`src/rtl/sy_npu_pkg.sv`:
```
// Shared types for the NPU AXI round-robin scheduler: simplified AXI4
// channel payloads, the write FSM state enum and the response tracking entry.
package sy_npu_pkg;

  localparam int unsigned ID_W       = 4;
  localparam int unsigned ADDR_W     = 32;
  localparam int unsigned DATA_W     = 32;
  localparam int unsigned PORT_IDX_W = 4;

  typedef enum logic [1:0] {W_IDLE, W_ADDR, W_DATA} w_state_e;

  typedef struct packed {
    logic [PORT_IDX_W-1:0] port;
    logic [ID_W-1:0]       id;
  } trk_entry_t;

  typedef struct packed {
    logic [ID_W-1:0]   id;
    logic [ADDR_W-1:0] addr;
    logic [7:0]        len;
    logic [2:0]        size;
    logic [1:0]        burst;
  } aw_chan_t;

  typedef struct packed {
    logic [ID_W-1:0]   id;
    logic [ADDR_W-1:0] addr;
    logic [7:0]        len;
    logic [2:0]        size;
    logic [1:0]        burst;
  } ar_chan_t;

  typedef struct packed {
    logic [DATA_W-1:0]   data;
    logic [DATA_W/8-1:0] strb;
    logic                last;
  } w_chan_t;

  typedef struct packed {
    logic [ID_W-1:0] id;
    logic [1:0]      resp;
  } b_chan_t;

  typedef struct packed {
    logic [ID_W-1:0]   id;
    logic [DATA_W-1:0] data;
    logic [1:0]        resp;
    logic              last;
  } r_chan_t;

endpackage

```
`src/rtl/sy_npu_trk_fifo.sv`:
```
// In-order response tracking FIFO: remembers which port (and its original ID)
// each outstanding downstream request belongs to. Push while full is accepted
// only when a pop happens in the same cycle.
module sy_npu_trk_fifo
  import sy_npu_pkg::*;
#(
  parameter int unsigned DEPTH = 4
) (
  input  logic       clk_i,
  input  logic       rst_ni,
  input  logic       push_i,
  input  trk_entry_t data_i,
  input  logic       pop_i,
  output trk_entry_t data_o,
  output logic       empty_o,
  output logic       full_o
);

  localparam int unsigned PTR_W = (DEPTH > 1) ? $clog2(DEPTH) : 1;
  localparam logic [PTR_W:0] CNT_ONE = (PTR_W+1)'(1);

  logic [PTR_W-1:0] wr_ptr_q, rd_ptr_q;
  logic [PTR_W:0]   count_q;
  trk_entry_t       mem_q [DEPTH];
  logic             do_push, do_pop;

  assign empty_o = (count_q == '0);
  assign full_o  = (count_q == (PTR_W+1)'(DEPTH));
  assign do_pop  = pop_i && !empty_o;
  assign do_push = push_i && (!full_o || do_pop);
  assign data_o  = mem_q[rd_ptr_q];

  // Pointer and occupancy bookkeeping
  always_ff @(posedge clk_i or negedge rst_ni) begin
    if (!rst_ni) begin
      wr_ptr_q <= '0;
      rd_ptr_q <= '0;
      count_q  <= '0;
    end else begin
      if (do_push) wr_ptr_q <= wr_ptr_q + PTR_W'(1);
      if (do_pop)  rd_ptr_q <= rd_ptr_q + PTR_W'(1);
      case ({do_push, do_pop})
        2'b10:   count_q <= count_q + CNT_ONE;
        2'b01:   count_q <= count_q - CNT_ONE;
        default: count_q <= count_q;
      endcase
    end
  end

  // Entry storage, no reset needed since occupancy guards every read
  always_ff @(posedge clk_i) begin
    if (do_push) mem_q[wr_ptr_q] <= data_i;
  end

endmodule

```
`src/rtl/sy_npu_axi_rr_sched.sv`:
```
// Shares one AXI4 master port between PORT_NUM requesters. Reads are granted
// round-robin per cycle; writes are arbitrated by a small FSM that locks the
// winner for its whole burst. Responses are steered back through in-order
// tracking FIFOs. Optional per-port grant counters: SY_NPU_ARB_PERF_EN.
module sy_npu_axi_rr_sched
  import sy_npu_pkg::*;
#(
  parameter int unsigned PORT_NUM  = 2,
  parameter int unsigned MAX_OUTST = 4,
  parameter int unsigned DS_ID     = 0
) (
  input  logic                     clk_i,
  input  logic                     rst_ni,
  input  logic     [PORT_NUM-1:0]  inp_axi_aw_valid_i,
  output logic     [PORT_NUM-1:0]  inp_axi_aw_ready_o,
  input  aw_chan_t [PORT_NUM-1:0]  inp_axi_aw_bits_i,
  input  logic     [PORT_NUM-1:0]  inp_axi_ar_valid_i,
  output logic     [PORT_NUM-1:0]  inp_axi_ar_ready_o,
  input  ar_chan_t [PORT_NUM-1:0]  inp_axi_ar_bits_i,
  input  logic     [PORT_NUM-1:0]  inp_axi_w_valid_i,
  output logic     [PORT_NUM-1:0]  inp_axi_w_ready_o,
  input  w_chan_t  [PORT_NUM-1:0]  inp_axi_w_bits_i,
  output logic     [PORT_NUM-1:0]  inp_axi_r_valid_o,
  input  logic     [PORT_NUM-1:0]  inp_axi_r_ready_i,
  output r_chan_t  [PORT_NUM-1:0]  inp_axi_r_bits_o,
  output logic     [PORT_NUM-1:0]  inp_axi_b_valid_o,
  input  logic     [PORT_NUM-1:0]  inp_axi_b_ready_i,
  output b_chan_t  [PORT_NUM-1:0]  inp_axi_b_bits_o,
  output logic                     oup_axi_aw_valid_o,
  input  logic                     oup_axi_aw_ready_i,
  output aw_chan_t                 oup_axi_aw_bits_o,
  output logic                     oup_axi_ar_valid_o,
  input  logic                     oup_axi_ar_ready_i,
  output ar_chan_t                 oup_axi_ar_bits_o,
  output logic                     oup_axi_w_valid_o,
  input  logic                     oup_axi_w_ready_i,
  output w_chan_t                  oup_axi_w_bits_o,
  input  logic                     oup_axi_r_valid_i,
  output logic                     oup_axi_r_ready_o,
  input  r_chan_t                  oup_axi_r_bits_i,
  input  logic                     oup_axi_b_valid_i,
  output logic                     oup_axi_b_ready_o,
  input  b_chan_t                  oup_axi_b_bits_i
`ifdef SY_NPU_ARB_PERF_EN
  ,
  output logic [PORT_NUM-1:0][31:0] perf_grant_cnt_o
`endif
);

  localparam int unsigned     PORT_W  = (PORT_NUM > 1) ? $clog2(PORT_NUM) : 1;
  localparam logic [ID_W-1:0] DS_ID_V = ID_W'(DS_ID);

  function automatic logic [PORT_W-1:0] rr_next(input logic [PORT_W-1:0] idx);
    return (32'(idx) == PORT_NUM - 1) ? '0 : idx + PORT_W'(1);
  endfunction

  // MSB = something found, low bits = first requester at or after ptr
  function automatic logic [PORT_W:0] rr_pick(input logic [PORT_NUM-1:0] req,
                                              input logic [PORT_W-1:0]   ptr);
    logic [PORT_W:0]   res;
    logic [PORT_W-1:0] idx;
    res = '0;
    for (int unsigned i = 0; i < PORT_NUM; i++) begin
      idx = PORT_W'((32'(ptr) + i) % PORT_NUM);
      if (!res[PORT_W] && req[idx]) res = {1'b1, idx};
    end
    return res;
  endfunction

  logic [PORT_W-1:0] ar_ptr_q, ar_hold_idx_q, ar_idx, aw_ptr_q, w_port_q;
  logic [PORT_W:0]   ar_pick, aw_pick;
  logic              ar_hold_q, ar_sel, ar_go, ar_hs;
  logic              aw_go, aw_hs, w_go, w_hs, w_done;
  w_state_e          w_state_q;

  trk_entry_t        r_head, b_head, r_push_data, b_push_data;
  logic              r_empty, r_full, r_pop, r_space, r_act;
  logic              b_empty, b_full, b_pop, b_space, b_act;
  logic [PORT_W-1:0] r_port, b_port;
  logic              unused_bits;

  assign unused_bits = ^{oup_axi_r_bits_i.id, oup_axi_b_bits_i.id, r_head.port, b_head.port};

  // ---------------- read address arbitration ----------------
  // A stalled grant is held so a newly arriving higher-priority port cannot steal it
  assign ar_pick = rr_pick(inp_axi_ar_valid_i, ar_ptr_q);
  assign ar_idx  = ar_hold_q ? ar_hold_idx_q : ar_pick[PORT_W-1:0];
  assign ar_sel  = ar_hold_q || ar_pick[PORT_W];
  assign r_space = !r_full || r_pop;
  assign ar_go   = rst_ni && ar_sel && inp_axi_ar_valid_i[ar_idx] && r_space;
  assign ar_hs   = ar_go && oup_axi_ar_ready_i;

  assign r_push_data = '{port: PORT_IDX_W'(ar_idx), id: inp_axi_ar_bits_i[ar_idx].id};

  // AR grant hold and round-robin pointer
  always_ff @(posedge clk_i or negedge rst_ni) begin
    if (!rst_ni) begin
      ar_ptr_q      <= '0;
      ar_hold_q     <= 1'b0;
      ar_hold_idx_q <= '0;
    end else begin
      ar_hold_q     <= ar_go && !oup_axi_ar_ready_i;
      ar_hold_idx_q <= ar_idx;
      if (ar_hs) ar_ptr_q <= rr_next(ar_idx);
    end
  end

  // Forward the AR winner downstream with the shared ID
  always_comb begin
    oup_axi_ar_valid_o = 1'b0;
    oup_axi_ar_bits_o  = '0;
    inp_axi_ar_ready_o = '0;
    if (ar_go) begin
      oup_axi_ar_valid_o         = 1'b1;
      oup_axi_ar_bits_o          = inp_axi_ar_bits_i[ar_idx];
      oup_axi_ar_bits_o.id       = DS_ID_V;
      inp_axi_ar_ready_o[ar_idx] = oup_axi_ar_ready_i;
    end
  end

  // ---------------- write path ----------------
  assign aw_pick = rr_pick(inp_axi_aw_valid_i, aw_ptr_q);
  assign b_space = !b_full || b_pop;
  assign aw_go   = (w_state_q == W_ADDR) && inp_axi_aw_valid_i[w_port_q];
  assign aw_hs   = aw_go && oup_axi_aw_ready_i;
  assign w_go    = (w_state_q == W_DATA) && inp_axi_w_valid_i[w_port_q];
  assign w_hs    = w_go && oup_axi_w_ready_i;
  assign w_done  = w_hs && inp_axi_w_bits_i[w_port_q].last;

  assign b_push_data = '{port: PORT_IDX_W'(w_port_q), id: inp_axi_aw_bits_i[w_port_q].id};

  // Write FSM: select a port, pass its AW, then its whole W burst
  always_ff @(posedge clk_i or negedge rst_ni) begin
    if (!rst_ni) begin
      w_state_q <= W_IDLE;
      w_port_q  <= '0;
      aw_ptr_q  <= '0;
    end else begin
      case (w_state_q)
        W_IDLE: if (aw_pick[PORT_W] && b_space) begin
          w_port_q  <= aw_pick[PORT_W-1:0];
          w_state_q <= W_ADDR;
        end
        W_ADDR: if (aw_hs) begin
          aw_ptr_q  <= rr_next(w_port_q);
          w_state_q <= W_DATA;
        end
        W_DATA: if (w_done) w_state_q <= W_IDLE;
        default: w_state_q <= W_IDLE;
      endcase
    end
  end

  // Forward the locked port's AW and W channels
  always_comb begin
    oup_axi_aw_valid_o = 1'b0;
    oup_axi_aw_bits_o  = '0;
    inp_axi_aw_ready_o = '0;
    oup_axi_w_valid_o  = 1'b0;
    oup_axi_w_bits_o   = '0;
    inp_axi_w_ready_o  = '0;
    if (aw_go) begin
      oup_axi_aw_valid_o           = 1'b1;
      oup_axi_aw_bits_o            = inp_axi_aw_bits_i[w_port_q];
      oup_axi_aw_bits_o.id         = DS_ID_V;
      inp_axi_aw_ready_o[w_port_q] = oup_axi_aw_ready_i;
    end
    if (w_go) begin
      oup_axi_w_valid_o           = 1'b1;
      oup_axi_w_bits_o            = inp_axi_w_bits_i[w_port_q];
      inp_axi_w_ready_o[w_port_q] = oup_axi_w_ready_i;
    end
  end

  // ---------------- response routing ----------------
  assign r_port            = PORT_W'(r_head.port);
  assign r_act             = rst_ni && !r_empty;
  assign oup_axi_r_ready_o = r_act && inp_axi_r_ready_i[r_port];
  assign r_pop             = r_act && oup_axi_r_valid_i && inp_axi_r_ready_i[r_port] && oup_axi_r_bits_i.last;

  assign b_port            = PORT_W'(b_head.port);
  assign b_act             = rst_ni && !b_empty;
  assign oup_axi_b_ready_o = b_act && inp_axi_b_ready_i[b_port];
  assign b_pop             = b_act && oup_axi_b_valid_i && inp_axi_b_ready_i[b_port];

  // Steer R beats to the port at the read FIFO head, restoring its ID
  always_comb begin
    inp_axi_r_valid_o = '0;
    inp_axi_r_bits_o  = '0;
    if (r_act) begin
      inp_axi_r_valid_o[r_port]   = oup_axi_r_valid_i;
      inp_axi_r_bits_o[r_port]    = oup_axi_r_bits_i;
      inp_axi_r_bits_o[r_port].id = r_head.id;
    end
  end

  // Steer B responses to the port at the write FIFO head, restoring its ID
  always_comb begin
    inp_axi_b_valid_o = '0;
    inp_axi_b_bits_o  = '0;
    if (b_act) begin
      inp_axi_b_valid_o[b_port]   = oup_axi_b_valid_i;
      inp_axi_b_bits_o[b_port]    = oup_axi_b_bits_i;
      inp_axi_b_bits_o[b_port].id = b_head.id;
    end
  end

  sy_npu_trk_fifo #(.DEPTH(MAX_OUTST)) u_r_fifo (
    .clk_i   (clk_i),
    .rst_ni  (rst_ni),
    .push_i  (ar_hs),
    .data_i  (r_push_data),
    .pop_i   (r_pop),
    .data_o  (r_head),
    .empty_o (r_empty),
    .full_o  (r_full)
  );

  sy_npu_trk_fifo #(.DEPTH(MAX_OUTST)) u_b_fifo (
    .clk_i   (clk_i),
    .rst_ni  (rst_ni),
    .push_i  (aw_hs),
    .data_i  (b_push_data),
    .pop_i   (b_pop),
    .data_o  (b_head),
    .empty_o (b_empty),
    .full_o  (b_full)
  );

`ifdef SY_NPU_ARB_PERF_EN
  logic [PORT_NUM-1:0][31:0] perf_cnt_q, perf_nxt;
  logic [1:0]                perf_inc;
  logic [32:0]               perf_sum;

  // Saturating per-port AW+AR grant counts
  always_comb begin
    perf_nxt = perf_cnt_q;
    perf_inc = '0;
    perf_sum = '0;
    for (int unsigned p = 0; p < PORT_NUM; p++) begin
      perf_inc    = {1'b0, aw_hs && (w_port_q == PORT_W'(p))} +
                    {1'b0, ar_hs && (ar_idx == PORT_W'(p))};
      perf_sum    = {1'b0, perf_cnt_q[p]} + 33'(perf_inc);
      perf_nxt[p] = perf_sum[32] ? '1 : perf_sum[31:0];
    end
  end

  // Counter registers
  always_ff @(posedge clk_i or negedge rst_ni) begin
    if (!rst_ni) perf_cnt_q <= '0;
    else         perf_cnt_q <= perf_nxt;
  end

  assign perf_grant_cnt_o = perf_cnt_q;
`endif

endmodule

```
`config.mk`:
```
export PLATFORM = sky130hd
export DESIGN_NAME = sy_npu_axi_rr_sched
export DESIGN_NICKNAME = d
export VERILOG_FILES = /design/src/rtl/sy_npu_pkg.sv /design/src/rtl/sy_npu_trk_fifo.sv /design/src/rtl/sy_npu_axi_rr_sched.sv
export SDC_FILE = /design/constraint.sdc
export NUM_CORES = 1
export LEC_CHECK = 0
export ABC_AREA = 1
export CORE_AREA = 2 2 225 227
export DETAILED_ROUTE_END_ITERATION = 10
export DIE_AREA = 0 0 227 229
export PLACE_DENSITY = 0.4
export SLEW_MARGIN = 20
export SYNTH_ARGS = -nofsm -noshare
export SYNTH_HDL_FRONTEND = slang
export SYNTH_SLANG_ARGS = --single-unit
```
`constraint.sdc`:
```
create_clock -name clk_i -period 2.8 [get_ports clk_i]
set_clock_uncertainty 0.1 [all_clocks]
set_input_delay 0.56 -clock clk_i [delete_from_list [all_inputs] [get_ports clk_i]]
set_output_delay 0.56 -clock clk_i [all_outputs]
set_load 0.03 [all_outputs]
```
==> flow_summary.yaml, run 1 <==
status:
  status: "finished, final reports clean"
critical_path:
  crit_start: "oup_axi_r_valid_i"
  worstSetupStartpointType: "input pin"
  path_max_fanout: 13
  cp_num_buf_inv: 4
  arrival_ps: 2020
  end_kind: "primary output"
  critPathSlowestCell: "clkdlybuf4s50_1"
  reg2reg_slack_ps: 220
  r2r_start: "u_r_fifo.rd_ptr_q[0]"
  crit_type: "input pin to primary output"
  cp_top_family: "buffers and inverters"
  path_cells: "clkdlybuf4s50_1 -> nand2_1 -> inv_2 -> nand4_4 -> nand2_4 -> nand2_8 -> buf_12 -> a21oi_2 -> buf_4"
  cp_data_required_time_ps: 2140
  slowest_delay_ps: 480
finish:
  num-nets-final: 1823
  syn_to_final_growth_pct: 129
  n_fill_cell: 5525
  diodes: 0
  layout-drive-gt1-share_pct: 27.1
synth:
  yosys_warnings: 0
  synthCells: 882
  syn_area_per_cell_sq_um: 6.28
  yosys.area.top_type_share_pct: 23.4
  synth_flop_cell: "edfxtp_1"
  yosysSeqAreaShare_pct: 31.2
  synth_edf_count: 40
  synth_commonest_cells: "nand2_1 (345), nor2_1 (122), a21oi_1 (107), inv_1 (77), clkbuf_1 (41)"
  ys_types: 34
  synth.top_cells.by_area: "nand2_1 (23%), edfxtp_1 (22%), a21oi_1 (9.7%)"
  yosysMostFrequentCell: "nand2_1"
  synth-seq-cells: 61
  syn_area_sq_um: 5540
  yosysTopAreaCell: "nand2_1"
  async_flop_share_pct: 34.4
routing:
  routedWlPerCell_microns: 14.4
  drtPass1Iterations: 4
  antenna_left: 0
  routed_wl_microns: 31100
  detail_route.iter0.violations: 228
  num_vias: 7750
  drc_errors: 0
  vias_per_cell: 3.59
timing:
  slew_viol_final: 0
  hold_viol: 0
  final-setup-viol-count: 0
  setup_ws_ps: 119
  timing.final.crit_period_ps: 2680
  fmax_mhz: 373
  finalCritPeriodShare_pct: 95.7
clock_tree:
  cts_tree: "done"
  ctsLongestPathBuffers: 2
  clkLatencyLatePin_ps: 330
  cts-root-buf: "clkbuf_16"
  numCtsBuffers: 9
  clock_sinks: 61
  ctsHtreeMaxLevel: 3
  clkTransAtPathRegs_ps: 60
global_route:
  grt_pass1_wl_microns: 44500
  overflow: 0
  grt_antenna_before_repair: 2
  first_global_vias: 7611
  grt.total_usage_pct: 11.2
  grt_max_degree: 89
pwr:
  power.density_nw_per_um2: 761
  p_leak_nw: 5.77
  total_power_mw: 9.65
  peakVddDrop_mv: 0.307
place:
  dp_hpwl_microns: 26200
  gp_congestion: 0.839
  io_buffers: 555
  dp_slack_ps: -338
min_path:
  hp-class: "input pin to asynchronous set/reset pin"
floorplanning:
  rows: 82
  design.core.area_sq_um: 49700
  fp.dieW_microns: 227
  die_h_microns: 229
  initial_core_util_pct: 11.1
  io_pins: 572
  die_area_sq_um: 52000
run:
  drv_cap: 0
[path summary, 6_finish.rpt]
kind,cells past startpoint,to
hold / removal,2,ar_hold_idx_q
setup / recovery,9,oup_axi_ar_bits_o[6]
hold reg to reg,2,u_r_fifo.count_q[1]
setup reg to reg,15,u_r_fifo.count_q[2]
max in group asynchronous,4,w_port_q
min in group clk_i,2,u_r_fifo.count_q[1]
[routing by layer]
metal  track usage, %  wire length (microns)  up-vias
met1             12.5                  12300     3425
met4             3.45                    665        2
li1                 -                      -     3953
met2             20.9                  15700      341
met5                0                     13        -
met3             2.41                   2430       29
[flip-flops by register name, indices dropped and copies added (netlist names)]
signal             count
u_b_fifo.mem_q        20
u_r_fifo.mem_q        20
u_b_fifo.count_q       3
u_r_fifo.count_q       3
u_b_fifo.rd_ptr_q      2
u_b_fifo.wr_ptr_q      2
u_r_fifo.rd_ptr_q      2
u_r_fifo.wr_ptr_q      2
w_state_q              2
ar_hold_idx_q          1
ar_hold_q              1
ar_ptr_q               1
aw_ptr_q               1
w_port_q               1
[layout make-up]
class                   count  area (sq um)  share of cell area (%)
clock inverters             5          51.3                   0.405
multi-input cells         681          3280                    25.8
flip-flops and latches     61          1730                    13.7
repair buffers            641          6200                    49.0
inverters                  86           339                    2.68
clock buffers              11           233                    1.84
well taps                 672           841                    6.63
[cells by family after synthesis]
group	after synthesis	synth area share [%]
other cells	1	0.0677
simple gates	500	36.5
compound gates	156	17.0
buf+inv	147	11.5
fa+ha+maj	11	2.76
flops	61	31.2
mux	1	0.181
xor+xnor	5	0.791
[power by group]
group	switching [mW]	leakage, nW	internal [mW]
Clock	0.383	0.137	0.682
Combinational	4.34	5.01	2.87
Sequential	0.159	0.614	1.21
Total	4.88	5.77	4.77
[metrics by stage]
stage	instance area, sq um	utilization [%]	cells	setup TNS (ps)	hold slack [ps]
3_3_place_gp	12100	24.4	2130	-26060	363
4_1_cts	12600	25.4	2155	-8.25	163
6_report	12700	25.5	2157	0	27.7
2_1_floorplan	5570	-	889	0	164
5_1_grt	12700	25.5	2157	-2.40	28.1
3_5_place_dp	12100	24.4	2130	-26700	370
[placed cells by master, fill, tap and decap left out, types with 2 or more instances in the layout]
cell type	count
nand2_2	2
edfxtp_1	40
dfrtp_1	18
ha_1	9
inv_6	2
o21ai_0	5
dlygate4sd2_1	2
nand3_1	11
clkinv_2	3
fa_1	2
buf_4	260
clkbuf_1	2
nand4_1	6
nand2_4	5
buf_6	17
buf_12	38
nor2_1	121
a32o_1	8
conb_1	8
nand3b_1	2
nand2_1	343
dfrtp_2	3
inv_1	74
a21oi_2	36
xor2_1	4
o21ai_1	2
clkbuf_16	9
clkdlybuf4s50_1	320
a21oi_1	101
nand3_2	3
inv_2	7
nand3_4	2
inv_4	2
[repair_timing]
item,in CTS,in global routing
setup endpoints to repair,150,72
pin swaps,4,3
hold buffers,0,0
hold endpoints to repair,0,0
gates cloned,2,0
buffers inserted,7,2
resized for setup,35,20
Note: power is estimated with default switching activity, not from simulation.
==> inputs of run 2 (changes only) <==
CTS_BUF_LIST = sky130_fd_sc_hd__clkbuf_16   (was not set)
==> flow_summary.yaml, run 2 (synthesis results as in run 1) <==
status:
  status: "finished, final reports clean"
global_route:
  first_global_vias: 7613
  grt.total_usage_pct: 11.2
  grt_max_degree: 89
  overflow: 0
  use_met2_pct: 20.9
  grt_pass1_wl_microns: 44500
  busiest_layer: "met2"
  grt.met1_usage_pct: 12.5
  grt_antenna_before_repair: 2
  met3_usage_pct: 2.41
floorplanning:
  io_pins: 572
  initial_core_util_pct: 11.1
  design.core.area_sq_um: 49700
  fp.dieW_microns: 227
  die_area_sq_um: 52000
  die_h_microns: 229
  rows: 82
critical_path:
  r2r_start: "u_r_fifo.rd_ptr_q[0]"
  path_cells: "clkdlybuf4s50_1 -> nand2_1 -> inv_2 -> nand4_4 -> nand2_4 -> nand2_8 -> buf_12 -> a21oi_2 -> buf_4"
  crit_type: "input pin to primary output"
  arrival_ps: 2020
  slowest_delay_ps: 480
  critPathSlowestCell: "clkdlybuf4s50_1"
  cp_data_required_time_ps: 2140
  end_kind: "primary output"
  r2r_end: "u_r_fifo.count_q[2]"
  reg2reg_slack_ps: 220
  worstSetupStartpointType: "input pin"
  r2r_cells: 15
  path_max_fanout: 13
pwr:
  power.density_nw_per_um2: 761
  p_leak_nw: 5.77
  total_power_mw: 9.64
  peakVddDrop_mv: 0.307
finish:
  final_cell_mix: "nand2_1 (343), clkdlybuf4s50_1 (320), buf_4 (260)"
  layout-drive-gt1-share_pct: 27.1
  diodes: 0
  utilization_pct: 25.5
  stdcell_area_sq_um: 12700
  num-nets-final: 1823
  final_common_cell: "nand2_1"
  fin_cells: 2157
  syn_to_final_growth_pct: 129
  reg_top3: "u_b_fifo.mem_q: 20 flops, u_r_fifo.mem_q: 20 flops"
place:
  io_buffers: 555
  post_dp_cell_area_sq_um: 12100
  dp_slack_ps: -338
  gp_congestion: 0.839
  dp_cells: 2130
  dp_hpwl_microns: 26200
routing:
  drc_errors: 0
  antenna_left: 0
  vias_per_cell: 3.59
  detail_route.iter0.violations: 229
  routedWlPerCell_microns: 14.4
  drtPass1Iterations: 4
  routed_wl_microns: 31100
  num_vias: 7752
timing:
  timing.final.crit_period_ps: 2680
  finalCritPeriodShare_pct: 95.7
  setup_ws_ps: 119
  final-setup-viol-count: 0
  hold_viol: 0
  fin_hold_ws_ps: 27.7
  fmax_mhz: 373
  fin_setup_tns_ps: 0
  slew_viol_final: 0
run:
  drv_cap: 0
clock_tree:
  clkTransAtPathRegs_ps: 60
  cts_tree: "done"
  ctsLongestPathBuffers: 2
  cts-root-buf: "clkbuf_16"
  clkLatencyLatePin_ps: 330
  clock_sinks: 61
  cts_hold_buffers: 0
  numCtsBuffers: 9
  ctsHtreeMaxLevel: 3
min_path:
  hp-class: "input pin to asynchronous set/reset pin"
[run 2: changes by cell type in the layout (fill, tap and decap cells not counted)]
cell	previous run	this run
inv_1	74	76
clkbuf_1	2	0
[run 2: worst max path at each step]
| stage | from | to | slack (ps) | depth (start not counted) |
|---|---|---|---|---|
| floorplan | w_port_q | oup_axi_w_bits_o[10] | 180 | 6 |
| global placement | rst_ni | u_r_fifo.count_q[2] | -340 | 14 |
| detailed placement | rst_ni | inp_axi_b_bits_o[11] | -340 | 10 |
| CTS | rst_ni | oup_axi_ar_bits_o[3] | -5 | 11 |
| global route | oup_axi_r_valid_i | oup_axi_ar_bits_o[5] | -2 | 9 |
| finish | oup_axi_r_valid_i | oup_axi_ar_bits_o[6] | 120 | 9 |
[run 2: cell type report]
| type | instances | area, sq um |
|---|---|---|
| inverter | 86 | 339 |
| clock inverter | 7 | 58.8 |
| sequential | 61 | 1730 |
| tap | 672 | 841 |
| multi-input combinational | 681 | 3280 |
| fill | 5525 | 37000 |
| timing repair buffer | 641 | 6200 |
| clock buffer | 9 | 225 |
[run 2: report_power, final]
| part | switching (mW) | total (mW) | internal [mW] |
|---|---|---|---|
| clock network | 0.383 | 1.06 | 0.675 |
| registers | 0.159 | 1.37 | 1.21 |
| logic | 4.34 | 7.21 | 2.87 |
| total | 4.88 | 9.64 | 4.76 |
[run 2: worst max-delay path, delay by kind of cell]
family,cells,cell delay [ps]
compound gates,1,120
buf+inv,4,910
simple gates,4,420
[run 2: what timing repair did]
action                     4_1_cts  5_1_grt
gates cloned                     2        0
setup endpoints to repair      150       72
resized for setup               35       20
pin swaps                        4        3
buffers inserted                 7        2
[run 2: layer usage]
metal,wire length (microns),up-vias,share of wire (%)
li1,-,3953,-
met1,12300,3427,39
met2,15700,341,51
met3,2430,29,7.8
met4,665,2,2.1
met5,13,-,0.042
